$ cat src/rtl/accum_warp_looper_memofs_stage.sv
// Per-warp linear memory offset: addr = mstart[id] + sum_d (bofs+aofs)*mlinear.
// Two-stage rdy/ack pipeline: stage 1 forms per-dim products, stage 2 sums.
module accum_warp_looper_memofs_stage #(
  parameter int N_CFG    = 4,
  parameter int WBW      = 16,
  parameter int VDIM     = 4,
  parameter int MAX_WARP = 4,
  parameter int GBW      = 32,
  parameter int WID_BW   = (MAX_WARP > 1) ? $clog2(MAX_WARP) : 1,
  parameter int NCFG_BW  = $clog2(N_CFG + 1)
) (
  input  logic                                 i_clk,
  input  logic                                 i_rst,
  input  logic                                 src_rdy,
  output logic                                 src_ack,
  input  logic [NCFG_BW-1:0]                   i_id,
  input  logic [WID_BW-1:0]                    i_warpid,
  input  logic [VDIM-1:0][WBW-1:0]             i_bofs,
  input  logic [VDIM-1:0][WBW-1:0]             i_aofs,
  input  logic                                 i_retire,
  input  logic                                 i_islast,
  input  logic [N_CFG-1:0][GBW-1:0]            i_mstart,
  input  logic [N_CFG-1:0][VDIM-1:0][GBW-1:0]  i_mlinear,
  output logic                                 dst_rdy,
  input  logic                                 dst_ack,
  output logic [NCFG_BW-1:0]                   o_id,
  output logic [WID_BW-1:0]                    o_warpid,
  output logic                                 o_retire,
  output logic                                 o_islast,
  output logic [GBW-1:0]                       o_addr
);

  typedef struct packed {
    logic [NCFG_BW-1:0] id;
    logic [WID_BW-1:0]  wid;
    logic               retire;
    logic               islast;
  } side_t;

  logic                       s1_v, s2_v, s1_adv;
  side_t                      s1_side, s2_side, in_side;
  logic [GBW-1:0]             s1_base, base, addr_nx;
  logic [VDIM-1:0][GBW-1:0]   s1_prod, prod, stride;
  logic [VDIM-1:0][WBW-1:0]   sum;

  assign s1_adv  = s1_v && (!s2_v || dst_ack);
  assign src_ack = src_rdy && (!s1_v || s1_adv);
  assign dst_rdy = s2_v;

  assign in_side = '{id: i_id, wid: i_warpid,
                     retire: i_retire, islast: i_islast};

  // Out-of-range ids match no entry, so base and strides stay zero.
  always_comb begin
    base   = '0;
    stride = '0;
    for (int c = 0; c < N_CFG; c++) begin
      if (i_id == NCFG_BW'(c)) begin
        base   = i_mstart[c];
        stride = i_mlinear[c];
      end
    end
  end

  always_comb begin
    sum  = '0;
    prod = '0;
    for (int d = 0; d < VDIM; d++) begin
      sum[d]  = i_bofs[d] + i_aofs[d];
      prod[d] = {{(GBW-WBW){1'b0}}, sum[d]} * stride[d];
    end
  end

  always_comb begin
    addr_nx = s1_base;
    for (int d = 0; d < VDIM; d++) begin
      addr_nx = addr_nx + s1_prod[d];
    end
  end

  always_ff @(posedge i_clk or negedge i_rst) begin
    if (!i_rst) begin
      s1_v    <= 1'b0;
      s1_side <= '0;
      s1_base <= '0;
      s1_prod <= '0;
    end else begin
      if (src_ack) begin
        s1_v    <= 1'b1;
        s1_side <= in_side;
        s1_base <= base;
        s1_prod <= prod;
      end else if (s1_adv) begin
        s1_v    <= 1'b0;
      end
    end
  end

  always_ff @(posedge i_clk or negedge i_rst) begin
    if (!i_rst) begin
      s2_v    <= 1'b0;
      s2_side <= '0;
      o_addr  <= '0;
    end else begin
      if (s1_adv) begin
        s2_v    <= 1'b1;
        s2_side <= s1_side;
        o_addr  <= addr_nx;
      end else if (dst_ack) begin
        s2_v    <= 1'b0;
      end
    end
  end

  assign o_id     = s2_side.id;
  assign o_warpid = s2_side.wid;
  assign o_retire = s2_side.retire;
  assign o_islast = s2_side.islast;

endmodule

$ cat config.mk
export PLATFORM = sky130hd
export DESIGN_NAME = accum_warp_looper_memofs_stage
export DESIGN_NICKNAME = d
export VERILOG_FILES = /design/src/rtl/accum_warp_looper_memofs_stage.sv
export SDC_FILE = /design/constraint.sdc
export NUM_CORES = 2
export LEC_CHECK = 0
export CAP_MARGIN = 20
export CORE_ASPECT_RATIO = 0.5
export CORE_MARGIN = 2
export CORE_UTILIZATION = 45
export DETAILED_ROUTE_END_ITERATION = 8
export GPL_TIMING_DRIVEN = 0
export PLACE_DENSITY = 0.67
export SLEW_MARGIN = 0
export SYNTH_ARGS = -nofsm -noshare
export SYNTH_HDL_FRONTEND = slang
export SYNTH_SLANG_ARGS = --single-unit
export TNS_END_PERCENT = 20
$ cat constraint.sdc
create_clock -name i_clk -period 14.1 [get_ports i_clk]
set_clock_uncertainty 0.05 [all_clocks]
set_input_delay 2.82 -clock i_clk [delete_from_list [all_inputs] [get_ports i_clk]]
set_output_delay 2.82 -clock i_clk [all_outputs]
set_load 0.03 [all_outputs]
==> flow_results.org <==
** Yosys
- Synthesized flop and latch total :: 208
- Unique cell type count in the Yosys netlist :: 77
- For this run, the number of Yosys warnings is 0.
- Among all flip-flop cells after synthesis, the most frequent one is sky130_fd_sc_hd__dfrtp_1.
- Instance count of the mapped netlist :: 7,089
- Share of synthesized area occupied by flip-flops and latches :: 0.0822
- The cell area that synthesis handed to floorplanning was 63,300 µm².
- The number of nets handed over by synthesis was 9,532.
- For this run, asynchronously set or reset flops after synthesis account for 1.00.
- Number of flops mapped to enable cells by yosys :: 0
- The average instance in the mapped netlist occupies 8.93 µm².

** Die
- The initial utilization of the core area, before any placement, comes to 0.453.
- The floorplan step defined a die boundary enclosing 144,000 µm².
- The floorplan step set the die width to 534 µm.
- Core outline area :: 140,000 µm²
- The initialized floorplan defines 97 standard-cell rows.
- From bottom edge to top edge, the die measures 269 µm.
- Count of boundary I/O pins :: 820

** GRT
- Entering global routing, the biggest net connects 80 pins.
- For this run, the total global-route usage over all layers was measured as 0.360.
- The number of global-route vias before repair is 55,618.
- The initial antenna violation count is 45.
- First-pass GRT wire length :: 374,000 µm
- The total overflow left after global routing is 0.

** Critical path
- Slack of the worst reg-to-reg path :: 8.04 ns
- Along the worst path, the maximum fanout reaches 19.
- Critical path required time :: 14.43 ns
- Delay contributed by the slowest stage of the critical path :: 0.66 ns
- Startpoint of the most critical setup path :: i_id[1]
- STA classifies the critical path startpoint as a primary input.
- Cell with the largest stage delay on the worst path :: sky130_fd_sc_hd__o41ai_1
- Data arrival time at the worst-slack endpoint :: 14.09 ns
- STA classifies the critical path endpoint as a flop.
- Worst R2R Start :: s1_prod[0]$_DFFE_PN0P_
- Worst Path Class, Setup :: in2reg
- Critical Path Most Common Cell :: sky130_fd_sc_hd__fa_1

** Route
- Total DRC errors in the routed layout :: 0
- 1st-pass router iterations :: 8
- The routed layout has 53,955 vias.
- Once detail routing completed, the nets flagged for antenna violations numbered 0.
- In the final routed layout, each cell accounts on average for 26.0 µm.
- Summed over all layers, the routed wires come to 257,000 µm.
- Per-cell via count in the routed design :: 5.47
- For this block, the initial DRC count from the detailed router was 4,911.

** Place
- During placement, the flow inserted port buffers numbering 818.
- Total half-perimeter wirelength after legalization and detailed placement :: 225,000 µm
- RePlAce Congestion :: 1.01
- OpenSTA, run right after detailed placement, puts the worst setup slack at -3.03 ns.

** STA
- Pins Over Slew Limit :: 0
- Highest attainable clock frequency :: 0.0726 GHz
- For the pin with the worst max-slew slack, the measured transition is 1.40 ns.
- Slew headroom :: 0.0659
- Period minus WS final :: 13.77 ns
- Period utilization :: 0.976
- After routing, the total negative slack on setup checks comes to 0 ns.
- The final number of hold-violating endpoints was 0.
- Final setup slack of the worst path :: 0.332 ns
- Setup violations remaining at the end of the flow were counted as 0.

** Layout
- Layout Nets :: 10,390
- Ratio of cells with drive above 1 in the final layout :: 0.0423
- Layout-stage area growth over the synthesis result :: 18.7%

** Clock tree
- Total clock buffers created by CTS :: 22
- TritonCTS built the clock tree.
- Clock transition at the register clock pins on the worst setup and hold paths after CTS :: 0.07 ns
- Hold-fix buffer count after cts :: 0
- The tree is rooted in a sky130_fd_sc_hd__clkbuf_16.
- Number of buffers on the longest clock path :: 3
- Skew-Pair Late Insertion Delay :: 0.54 ns
- Clk sinks :: 208
- H-tree levels :: 1

** Min path
- In this run the most critical hold path is launched from s1_side[0]$_DFFE_PN0P_.
- The path class of the tightest hold or removal check is reg2reg.

** Outcome
- The flow ran to the end, and the final reports show no timing, DRC or antenna violations.

** Flow run
- Max-cap violations in this run came to 0.
## final timing paths
kind | end | cells after the start
setup / recovery | s1_prod[127]$_DFFE_PN0P_ | 37
hold / removal | s1_side[0]$_DFFE_PN0P_ | 2
setup reg to reg | o_addr[31]$_DFFE_PN0P_ | 22
hold reg to reg | s1_side[0]$_DFFE_PN0P_ | 2
max in group asynchronous | s1_prod[61]$_DFFE_PN0P_ | 2
min in group asynchronous | o_islast$_DFFE_PN0P_ | 1
## timing repair
| item | CTS | global route |
|---|---|---|
| pin swaps | 0 | 1 |
| endpoints found under the hold margin | 0 | 0 |
| buffers inserted | 0 | 2 |
| resized for setup | 24 | 62 |
| endpoints found under the setup margin | 80 | 17 |
## flip-flops by register name, summed over array words and instances, names as in the netlist, 2 cells and up
signal,count
s1_base,32
s1_prod,128
s1_side,7
o_warpid,2
o_id,3
o_addr,32
## metrics by stage
step | cell area (µm²) | std cells | util | hold slack [ns]
after floorplan | 63300 | 7089 | - | 0.392
after global placement | 73800 | 9788 | 0.528 | 0.408
after detailed placement | 74100 | 9803 | 0.530 | 0.414
after CTS | 74900 | 9839 | 0.536 | 0.430
after global routing | 75100 | 9854 | 0.537 | 0.450
final | 75200 | 9862 | 0.538 | 0.429
## routing by layer
layer	global-route usage	share of wire
met2	0.533	0.42
met4	0.186	0.066
met5	0	0.00062
met1	0.478	0.39
met3	0.106	0.12
## synthesized netlist by cell type, types with 11 or more instances
master / n / area, µm²
sky130_fd_sc_hd__nor2b_1: 144 / 901
sky130_fd_sc_hd__mux2_2: 11 / 124
sky130_fd_sc_hd__a21o_1: 71 / 533
sky130_fd_sc_hd__a21oi_1: 154 / 771
sky130_fd_sc_hd__or2_2: 11 / 68.8
sky130_fd_sc_hd__a22o_1: 32 / 280
sky130_fd_sc_hd__buf_2: 23 / 115
sky130_fd_sc_hd__fa_1: 1312 / 26300
sky130_fd_sc_hd__o21ai_0: 125 / 626
sky130_fd_sc_hd__and2b_1: 16 / 120
sky130_fd_sc_hd__buf_1: 13 / 48.8
sky130_fd_sc_hd__o21a_1: 14 / 105
sky130_fd_sc_hd__nor2_1: 238 / 893
sky130_fd_sc_hd__ha_1: 352 / 4400
sky130_fd_sc_hd__a211oi_1: 48 / 360
sky130_fd_sc_hd__clkbuf_1: 270 / 1010
sky130_fd_sc_hd__xnor2_1: 196 / 1720
sky130_fd_sc_hd__o31ai_1: 21 / 158
sky130_fd_sc_hd__and2_1: 239 / 1500
sky130_fd_sc_hd__nand3_1: 37 / 185
sky130_fd_sc_hd__mux4_2: 140 / 3150
sky130_fd_sc_hd__a211o_1: 23 / 201
sky130_fd_sc_hd__nor3_1: 35 / 175
sky130_fd_sc_hd__inv_1: 1573 / 5900
sky130_fd_sc_hd__a31oi_1: 13 / 81.3
sky130_fd_sc_hd__o21ai_1: 55 / 275
sky130_fd_sc_hd__nand2b_1: 32 / 200
sky130_fd_sc_hd__inv_2: 13 / 48.8
sky130_fd_sc_hd__mux2i_1: 23 / 230
sky130_fd_sc_hd__nand2_1: 1366 / 5130
sky130_fd_sc_hd__xor2_1: 93 / 815
sky130_fd_sc_hd__dfrtp_1: 208 / 5200
sky130_fd_sc_hd__o21bai_1: 36 / 270
sky130_fd_sc_hd__and3_1: 20 / 125
## critical path, delay by kind of cell
kind	cells	cell delay, ns
and+or+nand+nor	5	0.86
adders and majority gates	7	3.28
buffers and inverters	15	4.01
xor gates and xnor gates	1	0.22
AOI/OAI and AO/OA	9	2.77
## kinds of logic (layout without fill, tap and decap cells)
| group | Yosys count | count (layout) | synth area share |
|---|---|---|---|
| XOR/XNOR | 301 | 301 | 0.0443 |
| adder cells (fa/ha/maj) | 1664 | 1664 | 0.485 |
| AO/OA/AOI/OAI | 645 | 645 | 0.0657 |
| AND/OR/NAND/NOR | 2191 | 2191 | 0.153 |
| buffers and inverters | 1906 | 2780 | 0.115 |
| multiplexers | 174 | 174 | 0.0554 |
| flip-flops | 208 | 208 | 0.0822 |
| other | 0 | 18 | 0 |
## cell type report
class,count,area [µm²]
fill,12977,64700
multi-input combinational,4975,51000
timing repair buffer,840,8470
inverter,1586,5950
sequential,208,5200
tap,1881,2350
buffer,314,1380
clock buffer,33,642
clock inverter,7,124
antenna,18,45.0
## cells in the final DEF, fill, tap and decap left out, types with 12 or more instances in the layout
cell type / synthesis / final
sky130_fd_sc_hd__a31oi_1: 13 / 12
sky130_fd_sc_hd__nand2_1: 1366 / 1366
sky130_fd_sc_hd__clkdlybuf4s50_1: 0 / 817
sky130_fd_sc_hd__dfrtp_1: 208 / 208
sky130_fd_sc_hd__xnor2_1: 196 / 195
sky130_fd_sc_hd__buf_6: 6 / 17
sky130_fd_sc_hd__a21oi_1: 154 / 154
sky130_fd_sc_hd__mux4_2: 140 / 140
sky130_fd_sc_hd__nand2b_1: 32 / 32
sky130_fd_sc_hd__a211o_1: 23 / 22
sky130_fd_sc_hd__clkbuf_1: 270 / 249
sky130_fd_sc_hd__clkbuf_2: 0 / 22
sky130_fd_sc_hd__and2_1: 239 / 239
sky130_fd_sc_hd__ha_1: 352 / 352
sky130_fd_sc_hd__buf_2: 23 / 14
sky130_fd_sc_hd__buf_4: 5 / 14
sky130_fd_sc_hd__o21ai_0: 125 / 125
sky130_fd_sc_hd__clkbuf_16: 0 / 22
sky130_fd_sc_hd__a21o_1: 71 / 71
sky130_fd_sc_hd__diode_2: 0 / 18
sky130_fd_sc_hd__o21a_1: 14 / 14
sky130_fd_sc_hd__nor3_1: 35 / 35
sky130_fd_sc_hd__o21bai_1: 36 / 35
sky130_fd_sc_hd__nor2_1: 238 / 238
sky130_fd_sc_hd__inv_1: 1573 / 1573
sky130_fd_sc_hd__o21ai_1: 55 / 55
sky130_fd_sc_hd__xor2_1: 93 / 91
sky130_fd_sc_hd__nand3_1: 37 / 37
sky130_fd_sc_hd__a211oi_1: 48 / 37
sky130_fd_sc_hd__and3_1: 20 / 20
sky130_fd_sc_hd__nor2b_1: 144 / 130
sky130_fd_sc_hd__a22o_1: 32 / 32
sky130_fd_sc_hd__and2b_1: 16 / 14
sky130_fd_sc_hd__fa_1: 1312 / 1312
sky130_fd_sc_hd__o31ai_1: 21 / 21
sky130_fd_sc_hd__mux2i_1: 23 / 23
sky130_fd_sc_hd__inv_2: 13 / 13
Power is left out: the tool's default activity adds up to more than one toggle a clock period on the data nets, which glitch-free logic cannot reach.
